<file path="config.mk">
export PLATFORM = sky130hd
export DESIGN_NAME = board_sprite_sched
export DESIGN_NICKNAME = d
export VERILOG_FILES = /design/src/rtl/chess_pkg.sv /design/src/rtl/board_regfile.sv /design/src/rtl/board_sprite_sched.sv
export SDC_FILE = /design/constraint.sdc
export NUM_CORES = 1
export LEC_CHECK = 0
export BUFFER_PORTS_ARGS = -buffer_cell sky130_fd_sc_hd__buf_2
export CORE_ASPECT_RATIO = 0.8
export CORE_MARGIN = 3
export CORE_UTILIZATION = 40
export CTS_BUF_LIST = sky130_fd_sc_hd__clkbuf_2 sky130_fd_sc_hd__clkbuf_4 sky130_fd_sc_hd__clkbuf_8
export CTS_CLUSTER_DIAMETER = 40
export DETAILED_ROUTE_END_ITERATION = 7
export GPL_TIMING_DRIVEN = 0
export PLACE_DENSITY = 0.66
export SLEW_MARGIN = 25
export SYNTH_ARGS = -nofsm -noshare
export SYNTH_HDL_FRONTEND = slang
export SYNTH_SLANG_ARGS = --single-unit
</file>
<file path="constraint.sdc">
create_clock -name vga_clk -period 4.15 [get_ports vga_clk]
set_clock_uncertainty 0.05 [all_clocks]
set_input_delay 0.83 -clock vga_clk [delete_from_list [all_inputs] [get_ports vga_clk]]
set_output_delay 0.83 -clock vga_clk [all_outputs]
set_load 0.005 [all_outputs]
</file>
<file path="src/rtl/chess_pkg.sv">
// Shared chess definitions: piece codes, the starting position and the
// default board/sprite geometry used by the sprite scheduler.
package chess_pkg;

  typedef enum logic [3:0] {
    EMPTY    = 4'd0,
    W_PAWN   = 4'd1,
    W_KNIGHT = 4'd2,
    W_BISHOP = 4'd3,
    W_ROOK   = 4'd4,
    W_QUEEN  = 4'd5,
    W_KING   = 4'd6,
    B_PAWN   = 4'd9,
    B_KNIGHT = 4'd10,
    B_BISHOP = 4'd11,
    B_ROOK   = 4'd12,
    B_QUEEN  = 4'd13,
    B_KING   = 4'd14
  } piece_t;

  localparam int SQ_DEF  = 60;
  localparam int SPR_DEF = 55;
  localparam int PAD_DEF = 2;

  // Starting position, index = row*8+col with row 0 (black) at the top.
  localparam logic [3:0] INIT_BOARD [64] = '{
    B_ROOK, B_KNIGHT, B_BISHOP, B_QUEEN, B_KING, B_BISHOP, B_KNIGHT, B_ROOK,
    B_PAWN, B_PAWN,   B_PAWN,   B_PAWN,  B_PAWN, B_PAWN,   B_PAWN,   B_PAWN,
    EMPTY,  EMPTY,    EMPTY,    EMPTY,   EMPTY,  EMPTY,    EMPTY,    EMPTY,
    EMPTY,  EMPTY,    EMPTY,    EMPTY,   EMPTY,  EMPTY,    EMPTY,    EMPTY,
    EMPTY,  EMPTY,    EMPTY,    EMPTY,   EMPTY,  EMPTY,    EMPTY,    EMPTY,
    EMPTY,  EMPTY,    EMPTY,    EMPTY,   EMPTY,  EMPTY,    EMPTY,    EMPTY,
    W_PAWN, W_PAWN,   W_PAWN,   W_PAWN,  W_PAWN, W_PAWN,   W_PAWN,   W_PAWN,
    W_ROOK, W_KNIGHT, W_BISHOP, W_QUEEN, W_KING, W_BISHOP, W_KNIGHT, W_ROOK
  };

  // Codes outside the defined piece set are drawn as an empty square.
  function automatic logic [3:0] render_code(input logic [3:0] code);
    logic [3:0] res;
    res = EMPTY;
    if ((code >= 4'd1 && code <= 4'd6) || (code >= 4'd9 && code <= 4'd14)) begin
      res = code;
    end
    return res;
  endfunction

endpackage

</file>
<file path="src/rtl/board_regfile.sv">
// 64x4 board storage: one combinational read port, one write port and a
// synchronous reload of the starting position (reset also loads it).
module board_regfile
  import chess_pkg::*;
(
  input  logic       clk,
  input  logic       rst_n,
  input  logic       load_init,
  input  logic       we,
  input  logic [5:0] waddr,
  input  logic [3:0] wdata,
  input  logic [5:0] raddr,
  output logic [3:0] rdata
);

  logic [3:0] mem_q [64];
  logic [3:0] mem_d [64];

  // Next board: a new-game reload takes priority over a single-square write.
  always_comb begin
    mem_d = mem_q;
    if (load_init) begin
      for (int i = 0; i < 64; i++) begin
        mem_d[i] = INIT_BOARD[i];
      end
    end else if (we) begin
      mem_d[waddr] = wdata;
    end
  end

  // Board registers, restored to the starting position on reset.
  always_ff @(posedge clk or negedge rst_n) begin
    if (!rst_n) begin
      for (int i = 0; i < 64; i++) begin
        mem_q[i] <= INIT_BOARD[i];
      end
    end else begin
      mem_q <= mem_d;
    end
  end

  assign rdata = mem_q[raddr];

endmodule

</file>
<file path="src/rtl/board_sprite_sched.sv">
// Per-pixel chessboard scheduler: tracks the square under the beam with
// counters, looks up the piece there and produces the sprite ROM address,
// sprite/board flags and square colour two cycles after the pixel.
module board_sprite_sched
  import chess_pkg::*;
#(
  parameter int BOARD_X0 = 80,
  parameter int BOARD_Y0 = 0,
  parameter int SQ       = SQ_DEF,
  parameter int SPR      = SPR_DEF,
  parameter int PAD      = PAD_DEF
) (
  input  logic        vga_clk,
  input  logic        reset_n,
  input  logic [9:0]  DrawX,
  input  logic [9:0]  DrawY,
  input  logic        new_game,
  input  logic        upd_valid,
  input  logic [5:0]  upd_square,
  input  logic [3:0]  upd_piece,
  output logic        upd_ready,
  output logic [3:0]  piece_sel,
  output logic [11:0] rom_address,
  output logic        sprite_on,
  output logic        in_board,
  output logic        sq_dark
);

  // Position counters (col/row == 8 means outside the board).
  logic [5:0] locx_q, locx_d, locy_q, locy_d;
  logic [3:0] col_q, col_d, row_q, row_d;

  // Stage 1 registers.
  logic [5:0] sq_s1_q, locx_s1_q, locy_s1_q;
  logic       win_s1_q, dark_s1_q;

  // Stage 2 (output) next values.
  logic [3:0]  piece_sel_d;
  logic [11:0] rom_address_d;
  logic        sprite_on_d, in_board_d, sq_dark_d;

  logic [3:0]  rd_piece;
  logic [3:0]  piece;
  logic        upd_we;
  logic [11:0] off_x, off_y;
  logic        x_in_spr, y_in_spr;

  // Writes are only taken during vertical blank, and a new game blocks them.
  assign upd_ready = (DrawY >= 10'd480) && !new_game;
  assign upd_we    = upd_valid && upd_ready;

  board_regfile u_board (
    .clk       (vga_clk),
    .rst_n     (reset_n),
    .load_init (new_game),
    .we        (upd_we),
    .waddr     (upd_square),
    .wdata     (upd_piece),
    .raddr     (sq_s1_q),
    .rdata     (rd_piece)
  );

  // Column counter steps every pixel; row counter steps once per line at DrawX==0.
  always_comb begin
    locx_d = locx_q;
    col_d  = col_q;
    locy_d = locy_q;
    row_d  = row_q;
    if (DrawX == 10'(BOARD_X0)) begin
      locx_d = '0;
      col_d  = '0;
    end else if (!col_q[3]) begin
      if (locx_q == 6'(SQ - 1)) begin
        locx_d = '0;
        col_d  = col_q + 4'd1;
      end else begin
        locx_d = locx_q + 6'd1;
      end
    end
    if (DrawX == 10'd0) begin
      if (DrawY == 10'(BOARD_Y0)) begin
        locy_d = '0;
        row_d  = '0;
      end else if (!row_q[3]) begin
        if (locy_q == 6'(SQ - 1)) begin
          locy_d = '0;
          row_d  = row_q + 4'd1;
        end else begin
          locy_d = locy_q + 6'd1;
        end
      end
    end
  end

  // Output stage: piece lookup, sprite window test and ROM address.
  always_comb begin
    piece    = render_code(rd_piece);
    x_in_spr = (locx_s1_q >= 6'(PAD)) && (locx_s1_q <= 6'(PAD + SPR - 1));
    y_in_spr = (locy_s1_q >= 6'(PAD)) && (locy_s1_q <= 6'(PAD + SPR - 1));
    off_x    = 12'(locx_s1_q) - 12'(PAD);
    off_y    = 12'(locy_s1_q) - 12'(PAD);

    in_board_d    = win_s1_q;
    sq_dark_d     = dark_s1_q;
    piece_sel_d   = win_s1_q ? piece : 4'(EMPTY);
    sprite_on_d   = win_s1_q && (piece != 4'(EMPTY)) && x_in_spr && y_in_spr;
    rom_address_d = sprite_on_d ? (off_x + off_y * 12'(SPR)) : 12'd0;
  end

  // Counters, stage 1 and output registers; reset clears the pipeline at once.
  always_ff @(posedge vga_clk or negedge reset_n) begin
    if (!reset_n) begin
      locx_q      <= '0;
      locy_q      <= '0;
      col_q       <= 4'd8;
      row_q       <= 4'd8;
      sq_s1_q     <= '0;
      locx_s1_q   <= '0;
      locy_s1_q   <= '0;
      win_s1_q    <= 1'b0;
      dark_s1_q   <= 1'b0;
      piece_sel   <= '0;
      rom_address <= '0;
      sprite_on   <= 1'b0;
      in_board    <= 1'b0;
      sq_dark     <= 1'b0;
    end else begin
      locx_q      <= locx_d;
      locy_q      <= locy_d;
      col_q       <= col_d;
      row_q       <= row_d;
      sq_s1_q     <= {row_q[2:0], col_q[2:0]};
      locx_s1_q   <= locx_q;
      locy_s1_q   <= locy_q;
      win_s1_q    <= !col_q[3] && !row_q[3];
      dark_s1_q   <= row_q[0] ^ col_q[0];
      piece_sel   <= piece_sel_d;
      rom_address <= rom_address_d;
      sprite_on   <= sprite_on_d;
      in_board    <= in_board_d;
      sq_dark     <= sq_dark_d;
    end
  end

endmodule

</file>
# == After elaboration in Yosys (flattened, before gate mapping) ==
# Cells that the tools add are included.
# totals
ff_bits,315
output_inout_bits,20
elab_cells,155
# op_classes
n_addsub,7
multipliers,1
order_cmp,12
n_eq_ne,5
muxes,23
n_bitwise,3
reduce_logical,24
# op_table
operator,n
2-to-1 mux 256 bit,2
bitwise mux 256 bit,1
2-to-1 mux 4 bit,11
2-to-1 mux 6 bit,6
binary-select mux 4 bit (select 6 bit),1
demux 4 bit (select 6 bit),1
zero test 10 bit,2
>= comparator 7 bit (second input constant),2
inverter 6 -> 7 bit,2
subtractor 6 x 2 -> 7 bit (second input constant),2
adder 12 bit,1
adder 6 x 1 -> 6 bit (second input constant),2
equality test 6 bit (second input constant),2
>= comparator 6 x 2 -> 1 bit (second input constant),2
less-or-equal comparator 6 bit (second input constant),2
multiplier 7 x 7 -> 12 bit (second input constant),1
2-to-1 mux 12 bit,1
logical AND 1 bit,11
equality test 10 x 7 -> 1 bit (second input constant),1
>= comparator 10 x 9 -> 1 bit (second input constant),1
adder 4 x 1 -> 4 bit (second input constant),2
less-than comparator 7 x 1 -> 1 bit (second input constant),1
nonzero test 2 bit,3
>= comparator 4 x 1 -> 1 bit (second input constant),1
10 further kinds,14

# == Longest topological paths before layout ==
# Gate-level depths: netlist (run 1).
# depth
depth_word,13
depth_mapped,18
depth_no_buf,18

# == Cells and area by module ==
# From an unflattened synthesis (run 1), not the netlist that was laid out.
# unflattened
hier_cells,1694
area_unflattened_um2,16879.9
# modules_own_cells
module,instances,cells_per_inst,area_per_inst_um2,seq_area_each_um2
board_regfile,1,1318,13036.3,6476.2
board_sprite_sched,1,376,3843.7,1478.9

# == Worst setup path after synthesis (run 1) ==
# OpenSTA, ideal clock, no wires.
# synth_timing
path_type,register to register
startpoint,reg locy_s1_q[1]
endpoint,reg rom_address[11]
t_arrival_ns,4.429
required_time_ns,3.978
setup_slack_ns,-0.451
stages_incl_launch_ff,19
n_path_buf,0
synth_period_minus_slack_ns,4.601
cell_sequence,dfrtp_1 > inv_1 > ha_1 > nand2_1 > xnor2_1 > xnor2_1 > fa_1 > inv_1 > fa_1 > inv_1 > fa_1 > inv_1 > ha_1 > nand3_1 > o211ai_1 > o41ai_1 > o21ai_0 > xor2_1 > nor3_2
# synth_via
elab_chain_cells,4
word_cells_on_any_way,8
# synth_lines
element,line_no,rtl
from (decl),board_sprite_sched.sv:34,"logic [5:0] sq_s1_q, locx_s1_q, locy_s1_q;"
from (signal assigned),board_sprite_sched.sv:134,locy_s1_q <= locy_q;
"subtractor 6 x 2 -> 7 bit, or another cell as far along",board_sprite_sched.sv:101,off_y = 12'(locy_s1_q) - 12'(PAD);
multiplier 7 x 7 -> 12 bit / logical AND 1 bit (equally long branches),"board_sprite_sched.sv:107, board_sprite_sched.sv:99",
adder 12 bit / logical AND 1 bit (equally long branches),"board_sprite_sched.sv:107, board_sprite_sched.sv:106",
2-to-1 mux 12 bit *,board_sprite_sched.sv:107,rom_address_d = sprite_on_d ? (off_x + off_y * 12'(SPR)) : 12'd0;
via rom_address_d[11],board_sprite_sched.sv:39,logic [11:0] rom_address_d;
to (signal assigned),board_sprite_sched.sv:138,rom_address <= rom_address_d;
to (decl),board_sprite_sched.sv:23,"output logic [11:0] rom_address,"
# The timed path passes the listed nets; every way through them passes the cells marked *.
# A chain may end at the register's enable or synchronous reset.

# == Worst setup path in the final report (run 1) ==
# layout_timing
startpoint,reg locy_s1_q[1]
endpoint,reg rom_address[9]
# Same word-level chain as after synthesis.

==> impl_results.md, run 1 <==
* Status: finished, violations left
* Failing checks: negative setup slack
* Met3 Resource Use GR at 7.44%
* Final core utilization at 47.2%
* Root Buffer: clkbuf_8
* Final setup vio count at 2
* Initial DRC Count at 2157
* Port buffer count at 47
* # IOs at 54
* Int Power at 5090 uW
* Initial Utilization at 40.8%
* Seq pwr share at 45.3%
* Most frequent cell after synthesis: dfrtp_1
* Maximum VDD drop at 0.231 mV
* Mapped Cells at 1663
* Buffer depth of the longest clock path at 3
* LEAKAGE at 0.00802 uW
* Pwr Total at 7080 uW
* Vias in the first global route at 13752
* Sw frac at 28.1%
* Drt first pass iters at 6
* Vias at 14064
* Post-synth top area share at 38.5%
* RSZ-0062 raised after global routing: true
* Max H-tree Level at 2
* Worst path cell trace: nor3_4, xor2_2, buf_4, ha_4, inv_2, fa_1, inv_1, fa_1, inv_1, fa_1, inv_2, ha_4, nand3_2, o211ai_1, o41ai_2, buf_4, xor2_2, nor3_2
* Req. time, crit path at 4.59 ns
* Crit-path most repeated cell: fa_1
* Slew headroom at 38.6%
* List of most frequent post-synthesis cells: dfrtp_1 (257), nand2_1 (236), a21oi_1 (166)
* Unique cell type count in the Yosys netlist at 60
* CTS Sinks at 315
* DP Worst Slack at -0.378 ns
* First-pass GRT wire length at 84600 um
* Hold_buf cts at 0
* Synth Flop Type: dfrtp_1
* Clock group share of total power at 43.4%
* Worst setup EP type: flop
* GRT overflow at 0
* Post-route ant nets at 0
* GRT Max-Usage Layer: met1
* Final WS setup at -0.0859 ns
* Slowest-stage cell, CP: fa_1
* Post-Syn Nets at 1758
* Core area at 41000 um2
* ANT cells at 0
* Final hold viol count at 0
* Worst-Margin Slew at 0.913 ns
* Asr flop ratio synth at 100%
* Share of cells above drive strength 1 at 20.4%
* Routed WL at 54700 um
* CP max stage delay at 0.52 ns
* Yosys warns at 0
* Minimum clock period at 4.24 ns
* Combinational group share of total power at 11.3%
* Rows at 66
* Drt wl/cell at 23.0 um
* Reg clk slew, reported paths at 0.06 ns
* CTS tree: yes
* Netlist Area Pre-Place at 16700 um2
* Hold Worst Slack at 0.0673 ns
* Synthesized area per cell at 10.0 um2
* Crit Path Max Fanout at 5
* Area grow syn2layout at 15.8%
* #FFs+latches synth at 315
* Final setup TNS at -0.131 ns
* Number of synthesized flops with an enable pin at 0
* Leading area contributor after synthesis: dfrtp_1
* Die Area at 44200 um2
* Pwr dens at 366 nW/um2
* CP arrival at 4.68 ns
* Sw Pwr at 1990 uW
* Critical path startpoint category: flop
* Vias/cell at 5.91
* Worst hold path class: in2async
* WS Path Type: reg2reg
* Die span in y at 189 um
* Drc violations at 0
* Sequential share of the synthesized area at 47.6%
* Initial antenna violation count at 0
* Peak Freq at 236 MHz
* TritonCTS Buffers at 55
* Die X-Extent at 234 um
* Max-Cap Viols at 0
* Synth area leaders: dfrtp_1 (39%), dfstp_2 (9.1%), mux4_2 (8.6%)
* Final Wtd Congestion at 1.06
* GR Util met1 at 36.9%
* Post-DP HPWL at 39100 um
* Fin crit share at 102%
* Clock Latency Late Sink at 0.63 ns
* Final Net Count at 1885
* Met2 Usage GRT at 35.3%
* Max-slew violations at 0
* Largest net degree at the start of global routing at 78
* GRT Util Overall at 25.0%
==> cell usage in the layout, fill, tap and decap left out, types with 28 or more instances in the layout <==
cell type,count
mux2i_1,66
dfstp_2,58
clkbuf_1,98
nand2_1,233
ha_1,29
dfrtp_1,254
nor2_1,128
o21ai_0,129
clkbuf_8,68
buf_2,51
mux4_2,64
buf_4,28
a21oi_1,164
inv_1,65
nand3_1,77
==> registers in the layout, indices dropped and copies added, names as in the netlist, 6 cells and up <==
| register | cells |
|---|---|
| locx_s1_q | 6 |
| rom_address | 12 |
| sq_s1_q | 6 |
| locx_q | 6 |
| locy_s1_q | 6 |
| locy_q | 6 |
| u_board.mem_q | 256 |
==> stage by stage <==
step | cell area [um2] | cells
6_report | 19300 | 2380
5_1_grt | 19300 | 2380
4_1_cts | 19200 | 2376
3_5_place_dp | 17800 | 2258
3_3_place_gp | 17700 | 2254
2_1_floorplan | 16800 | 1663
==> layer usage <==
| layer | share of wire (%) | up-vias |
|---|---|---|
| met5 | 0.077 | - |
| met4 | 3.6 | 2 |
| met3 | 13 | 134 |
| met2 | 42 | 879 |
| met1 | 42 | 7004 |
| li1 | - | 6045 |
==> worst paths after layout <==
path                               from            endpoint  slack [ns]  cells after the start
hold reg to reg               dark_s1_q             sq_dark        0.31                      0
setup reg to reg           locy_s1_q[1]      rom_address[9]       -0.09                     18
min in group vga_clk          dark_s1_q             sq_dark        0.31                      0
max in group asynchronous       reset_n  u_board.mem_q[249]        2.85                      3
hold / removal                  reset_n     rom_address[11]        0.07                      1
setup / recovery           locy_s1_q[1]      rom_address[9]       -0.09                     18
==> cells by family after synthesis <==
kind of cell	Yosys count	share of synthesized area, %
compound gates	367	12.3
fa+ha+maj	61	5.65
mux	134	12.9
simple gates	554	15.1
buf+inv	203	4.92
flops	315	47.6
xor+xnor	29	1.52
==> timing repair <==
item,CTS,global route
setup endpoints to repair,6,12
pin swaps,20,20
gates resized for setup,22,13
buffers inserted,16,7
==> worst max-delay path, delay by kind of cell (launching register included) <==
kind                       cells  cell delay (ns)
xor gates and xnor gates       2             0.36
adders and majority gates      5             1.86
and+or+nand+nor                3             0.34
DFF                            1             0.46
buffers and inverters          6             0.55
AOI/OAI and AO/OA              2             0.52
==> area by class of cell <==
cell class,count,area [um2]
fill,3824,21600
multi-input combinational,1145,8160
sequential,315,7960
clock buffer,84,1060
tap,544,681
timing repair buffer,74,532
buffer,125,532
inverter,74,280
clock inverter,19,136
==> power groups by stage <==
stage,Combinational [uW],Sequential (uW),Clock [uW]
after floorplan,459,3240,0
after global placement,724,3250,0
after detailed placement,758,3250,0
after CTS,780,3210,3100
after global routing,894,3220,3250
final,802,3210,3070
Note: power is estimated with default switching activity, not from simulation.
==> run 2: changes to the inputs <==
- CTS_CLUSTER_SIZE: not set -> 40
- SKIP_CTS_REPAIR_TIMING: not set -> 1
==> impl_results.md, run 2 (synthesis gave the netlist of run 1 again) <==
* Die X-Extent at 234 um
* Worst setup EP type: flop
* Largest net degree at the start of global routing at 78
* Port buffer count at 47
* Met2 Usage GRT at 34.5%
* Share of cells above drive strength 1 at 18.7%
* Biggest register: u_board.mem_q
* Clock Latency Late Sink at 0.62 ns
* Worst path cell trace: buf_4, buf_4, buf_2, clkbuf_1, clkbuf_2, mux4_2, a22o_1, a221oi_1, nor3_1, a211oi_1, nor4_1
* Initial antenna violation count at 0
* GRT overflow at 0
* Status: finished, violations left
* Drt wl/cell at 23.1 um
* Peak Freq at 225 MHz
* Buffer depth of the longest clock path at 3
* GRT Util Overall at 24.8%
* Critical path startpoint category: flop
* Req. time, crit path at 4.57 ns
* Hold Worst Slack at 0.0544 ns
* Initial DRC Count at 2070
* Failing checks: negative setup slack
* Rows at 66
* Final Wtd Congestion at 1.06
* Area grow syn2layout at 14.6%
* Crit Path Max Fanout at 10
* Critical Path Stages at 11
* CTS Sinks at 315
* Multi-input gate area at 8100 um2
* CP max stage delay at 0.73 ns
* Maximum VDD drop at 0.216 mV
* Most common cell after layout, fill and taps aside: dfrtp_1
* Die Area at 44200 um2
* Met3 Resource Use GR at 8.13%
* R2R depth at 11
* Final setup vio count at 5
* Crit-path most repeated cell: buf_4
* Core area at 41000 um2
* Vias/cell at 5.95
* Register area at 7960 um2
* Largest register FFs at 256
* Die span in y at 189 um
* Post-DP HPWL at 39100 um
* Post-route ant nets at 0
* WS Path Type: reg2reg
* CP delay by family, top: buffers and inverters
* Drt first pass iters at 6
* Routed WL at 54500 um
* Initial Utilization at 40.8%
* Final WS setup at -0.288 ns
* Worst R2R End: piece_sel[3]
* # IOs at 54
* # fillers at 3833
* Final Net Count at 1871
* Minimum clock period at 4.44 ns
* Worst hold path class: in2async
* ANT cells at 0
* Fin crit share at 107%
* Max-Cap Viols at 0
* Final core utilization at 46.7%
* RR Startpoint: sq_s1_q[1]
* Commonest non-fill, non-tap cells in the layout: dfrtp_1 (255), nand2_1 (235), a21oi_1 (165)
* CP arrival at 4.86 ns
* Biggest regs: u_board.mem_q x256, rom_address x12
* Slowest-stage cell, CP: clkbuf_1
* Final hold viol count at 0
* Worst-Margin Slew at 0.940 ns
* TritonCTS Buffers at 47
* Max-slew violations at 0
* CTS tree: yes
* Slew headroom at 37.3%
* Vias in the first global route at 13566
* Reg clk slew, reported paths at 0.11 ns
* Vias at 14032
* LEAKAGE at 0.00788 uW
* GR Util met1 at 36.4%
* RSZ-0062 raised after global routing: true
* Root Buffer: clkbuf_8
* First-pass GRT wire length at 83700 um
* DP Worst Slack at -0.378 ns
* Register-to-register setup slack at -0.29 ns
* Crit path buffers/inverters at 5
* GRT Max-Usage Layer: met1
* Max H-tree Level at 2
* Pwr dens at 364 nW/um2
* Drc violations at 0
-- run 2: changes by cell type in the layout (fill, tap and decap cells not counted), moves of 3 or more --
cell,change
inv_1,+3
clkinv_2,-10
clkbuf_4,-10
clkinvlp_4,+6
clkbuf_8,-16
buf_4,-7
inv_2,-3
ha_4,-3
inv_6,+6
clkinv_8,+4
-- run 2: layout make-up --
class                           instances  area share (%)
Buffer                                126            2.79
Clock buffer                           58            3.98
Clock inverter                         30            1.80
Inverter                               74            1.46
Multi-Input combinational cell       1145            42.3
Sequential cell                       315            41.6
Tap cell                              544            3.56
Timing Repair Buffer                   67            2.49
-- run 2: report_power, final --
part           total, uW  switching (uW)  leakage [uW]  internal, uW
sequential          3200            69.0       0.00411          3130
combinational        789             541       0.00323           248
clock               2980            1490      0.000542          1490
total               6970            2100       0.00788          4870
-- run 2: metrics by stage --
stage / instance area, um2 / instances / TNS [ns] / total power, uW
4_1_cts: 19000 / 2346 / -1.37 / 6960
5_1_grt: 19100 / 2359 / -1.48 / 7240
3_5_place_dp: 17800 / 2258 / -1.24 / 4010
2_1_floorplan: 16800 / 1663 / 0 / 3700
3_3_place_gp: 17700 / 2254 / -1050.64 / 3980
6_report: 19100 / 2359 / -0.796 / 6970
-- run 2: how the worst max path moves through the flow --
stage | from | endpoint
2_1_floorplan | locy_s1_q[3] | rom_address[11]
3_3_place_gp | reset_n | u_board.mem_q[250]
3_5_place_dp | sq_s1_q[1] | piece_sel[3]
4_1_cts | sq_s1_q[1] | piece_sel[3]
5_1_grt | locy_s1_q[1] | rom_address[10]
6_report | sq_s1_q[1] | piece_sel[3]
-- run 2: metal layers --
layer | wire length (um) | part of all wire, %
met3 | 6950 | 13
met2 | 22400 | 41
met1 | 23100 | 42
met4 | 1980 | 3.6
met5 | 0 | 0
==> run 3: changes to the inputs <==
- SETUP_SLACK_MARGIN: not set -> 0.5
==> impl_results.md, run 3 (synthesis gave the netlist of run 1 again) <==
* Worst path cell trace: nor3_4, xor2_4, ha_2, inv_2, fa_1, inv_1, fa_1, inv_1, fa_1, inv_2, ha_4, nand2_1, o211ai_1, o41ai_2, buf_4, xor2_1, nor3_2
* Sw frac at 29.3%
* Drt wl/cell at 23.2 um
* Max-Cap Viols at 0
* Clock group share of total power at 43.8%
* Largest register FFs at 256
* Final Wtd Congestion at 1.03
* Post-route ant nets at 0
* Peak Freq at 233 MHz
* Biggest register: u_board.mem_q
* Status: finished, violations left
* Die X-Extent at 234 um
* Vias at 13996
* Final cell count without fillers at 2362
* Vias/cell at 5.93
* Commonest non-fill, non-tap cells in the layout: dfrtp_1 (255), nand2_1 (234), a21oi_1 (162)
* Slew headroom at 29.3%
* Rows at 66
* Final setup TNS at -0.416 ns
* Crit Path Max Fanout at 5
* Worst setup EP type: flop
* Critical Path Stages at 17
* Final hold viol count at 0
* First-pass GRT wire length at 83900 um
* LEAKAGE at 0.00796 uW
* Minimum clock period at 4.29 ns
* Clock Latency Late Sink at 0.62 ns
* Int Power at 5050 uW
* Pwr dens at 370 nW/um2
* TritonCTS Buffers at 47
* Final Net Count at 1874
* GRT Util Overall at 24.9%
* Worst-Margin Slew at 1.05 ns
* DP Worst Slack at -0.564 ns
* Sw Pwr at 2090 uW
* CTS tree: yes
* Crit path buffers/inverters at 5
* Area grow syn2layout at 15.6%
* Post-DP HPWL at 39200 um
* Die Area at 44200 um2
* # IOs at 54
* Max-slew violations at 0
* Reg clk slew, reported paths at 0.08 ns
* Maximum VDD drop at 0.213 mV
* RSZ-0062 raised after global routing: true
* Drt first pass iters at 6
* Design area at 19300 um2
* Initial antenna violation count at 0
* CP delay by family, top: adder cells
* Initial Utilization at 40.8%
* GRT overflow at 0
* Placement Cell Area at 17900 um2
* Initial DRC Count at 1822
* Combinational group share of total power at 11.4%
* Vias in the first global route at 13732
* Most common cell after layout, fill and taps aside: dfrtp_1
* Failing checks: negative setup slack
* Final WS setup at -0.145 ns
* # fillers at 3843
* Share of cells above drive strength 1 at 19.8%
* Die span in y at 189 um
* Biggest regs: u_board.mem_q x256, rom_address x12
* Worst hold path class: in2async
* Fin crit share at 103%
* Final setup vio count at 3
* Port buffer count at 47
* Critical path startpoint category: flop
* Core area at 41000 um2
* CTS Sinks at 315
* Largest net degree at the start of global routing at 91
* R2R depth at 17
* Drc violations at 0
* Buffer depth of the longest clock path at 3
* CP arrival at 4.73 ns
* Placed cell count at 2258
* Slowest-stage cell, CP: fa_1
* Seq pwr share at 44.8%
* Routed WL at 54800 um
* CP max stage delay at 0.52 ns
* Max H-tree Level at 2
* Crit-path most repeated cell: fa_1
* Root Buffer: clkbuf_8
* WS Path Type: reg2reg
* Req. time, crit path at 4.58 ns
-- run 3: power groups by stage --
| stage | combinational (uW) | clock, uW | sequential (uW) |
|---|---|---|---|
| 2_1_floorplan | 469 | 0 | 3240 |
| 3_3_place_gp | 737 | 0 | 3250 |
| 3_5_place_dp | 769 | 0 | 3250 |
| 4_1_cts | 775 | 3150 | 3200 |
| 5_1_grt | 893 | 3310 | 3210 |
| 6_report | 816 | 3130 | 3200 |
-- run 3: path summary, 6_finish.rpt --
kind	slack [ns]	endpoint	start
setup / recovery	-0.14	rom_address[9]	locy_s1_q[1]
hold / removal	0.20	rom_address[9]	reset_n
setup reg to reg	-0.14	rom_address[9]	locy_s1_q[1]
hold reg to reg	0.31	sq_dark	dark_s1_q
max in group asynchronous	2.64	u_board.mem_q[52]	reset_n
min in group vga_clk	0.31	sq_dark	dark_s1_q
-- run 3: worst register-to-register path, cell delays in order (launching register included) --
cell	delay (ns)
dfrtp_2	0.47
nor3_4	0.26
xor2_4	0.24
ha_2	0.23
inv_2	0.04
fa_1	0.52
inv_1	0.05
fa_1	0.47
inv_1	0.05
fa_1	0.49
inv_2	0.05
ha_4	0.23
nand2_1	0.08
o211ai_1	0.15
o41ai_2	0.42
buf_4	0.18
xor2_1	0.16
nor3_2	0.05
-- run 3: cell type report --
| type | count | area (um2) | share of cell area, % |
|---|---|---|---|
| Multi-Input combinational cell | 1145 | 8180 | 42.4 |
| Sequential cell | 315 | 7960 | 41.2 |
| Clock buffer | 61 | 808 | 4.19 |
| Tap cell | 544 | 681 | 3.53 |
| Buffer | 129 | 584 | 3.03 |
| Timing Repair Buffer | 67 | 455 | 2.36 |
| Clock inverter | 26 | 342 | 1.77 |
| Inverter | 74 | 280 | 1.45 |
| Antenna cell | 1 | 2.50 | 0.0130 |
-- run 3: per-layer routing --
layer  wire [um]  track usage, %
met2       22900            34.9
met4        1880            8.19
met5           0               0
met1       23000            36.9
met3        7080            7.22
-- run 3: metrics by stage --
step                hold slack [ns]  utilization [%]  total power (uW)
floorplan                     0.281                -              3710
global placement              0.290             43.4              3990
detailed placement            0.286             43.7              4020
CTS                           0.201             46.5              7120
global route                  0.226             47.1              7410
finish                        0.199             47.1              7150
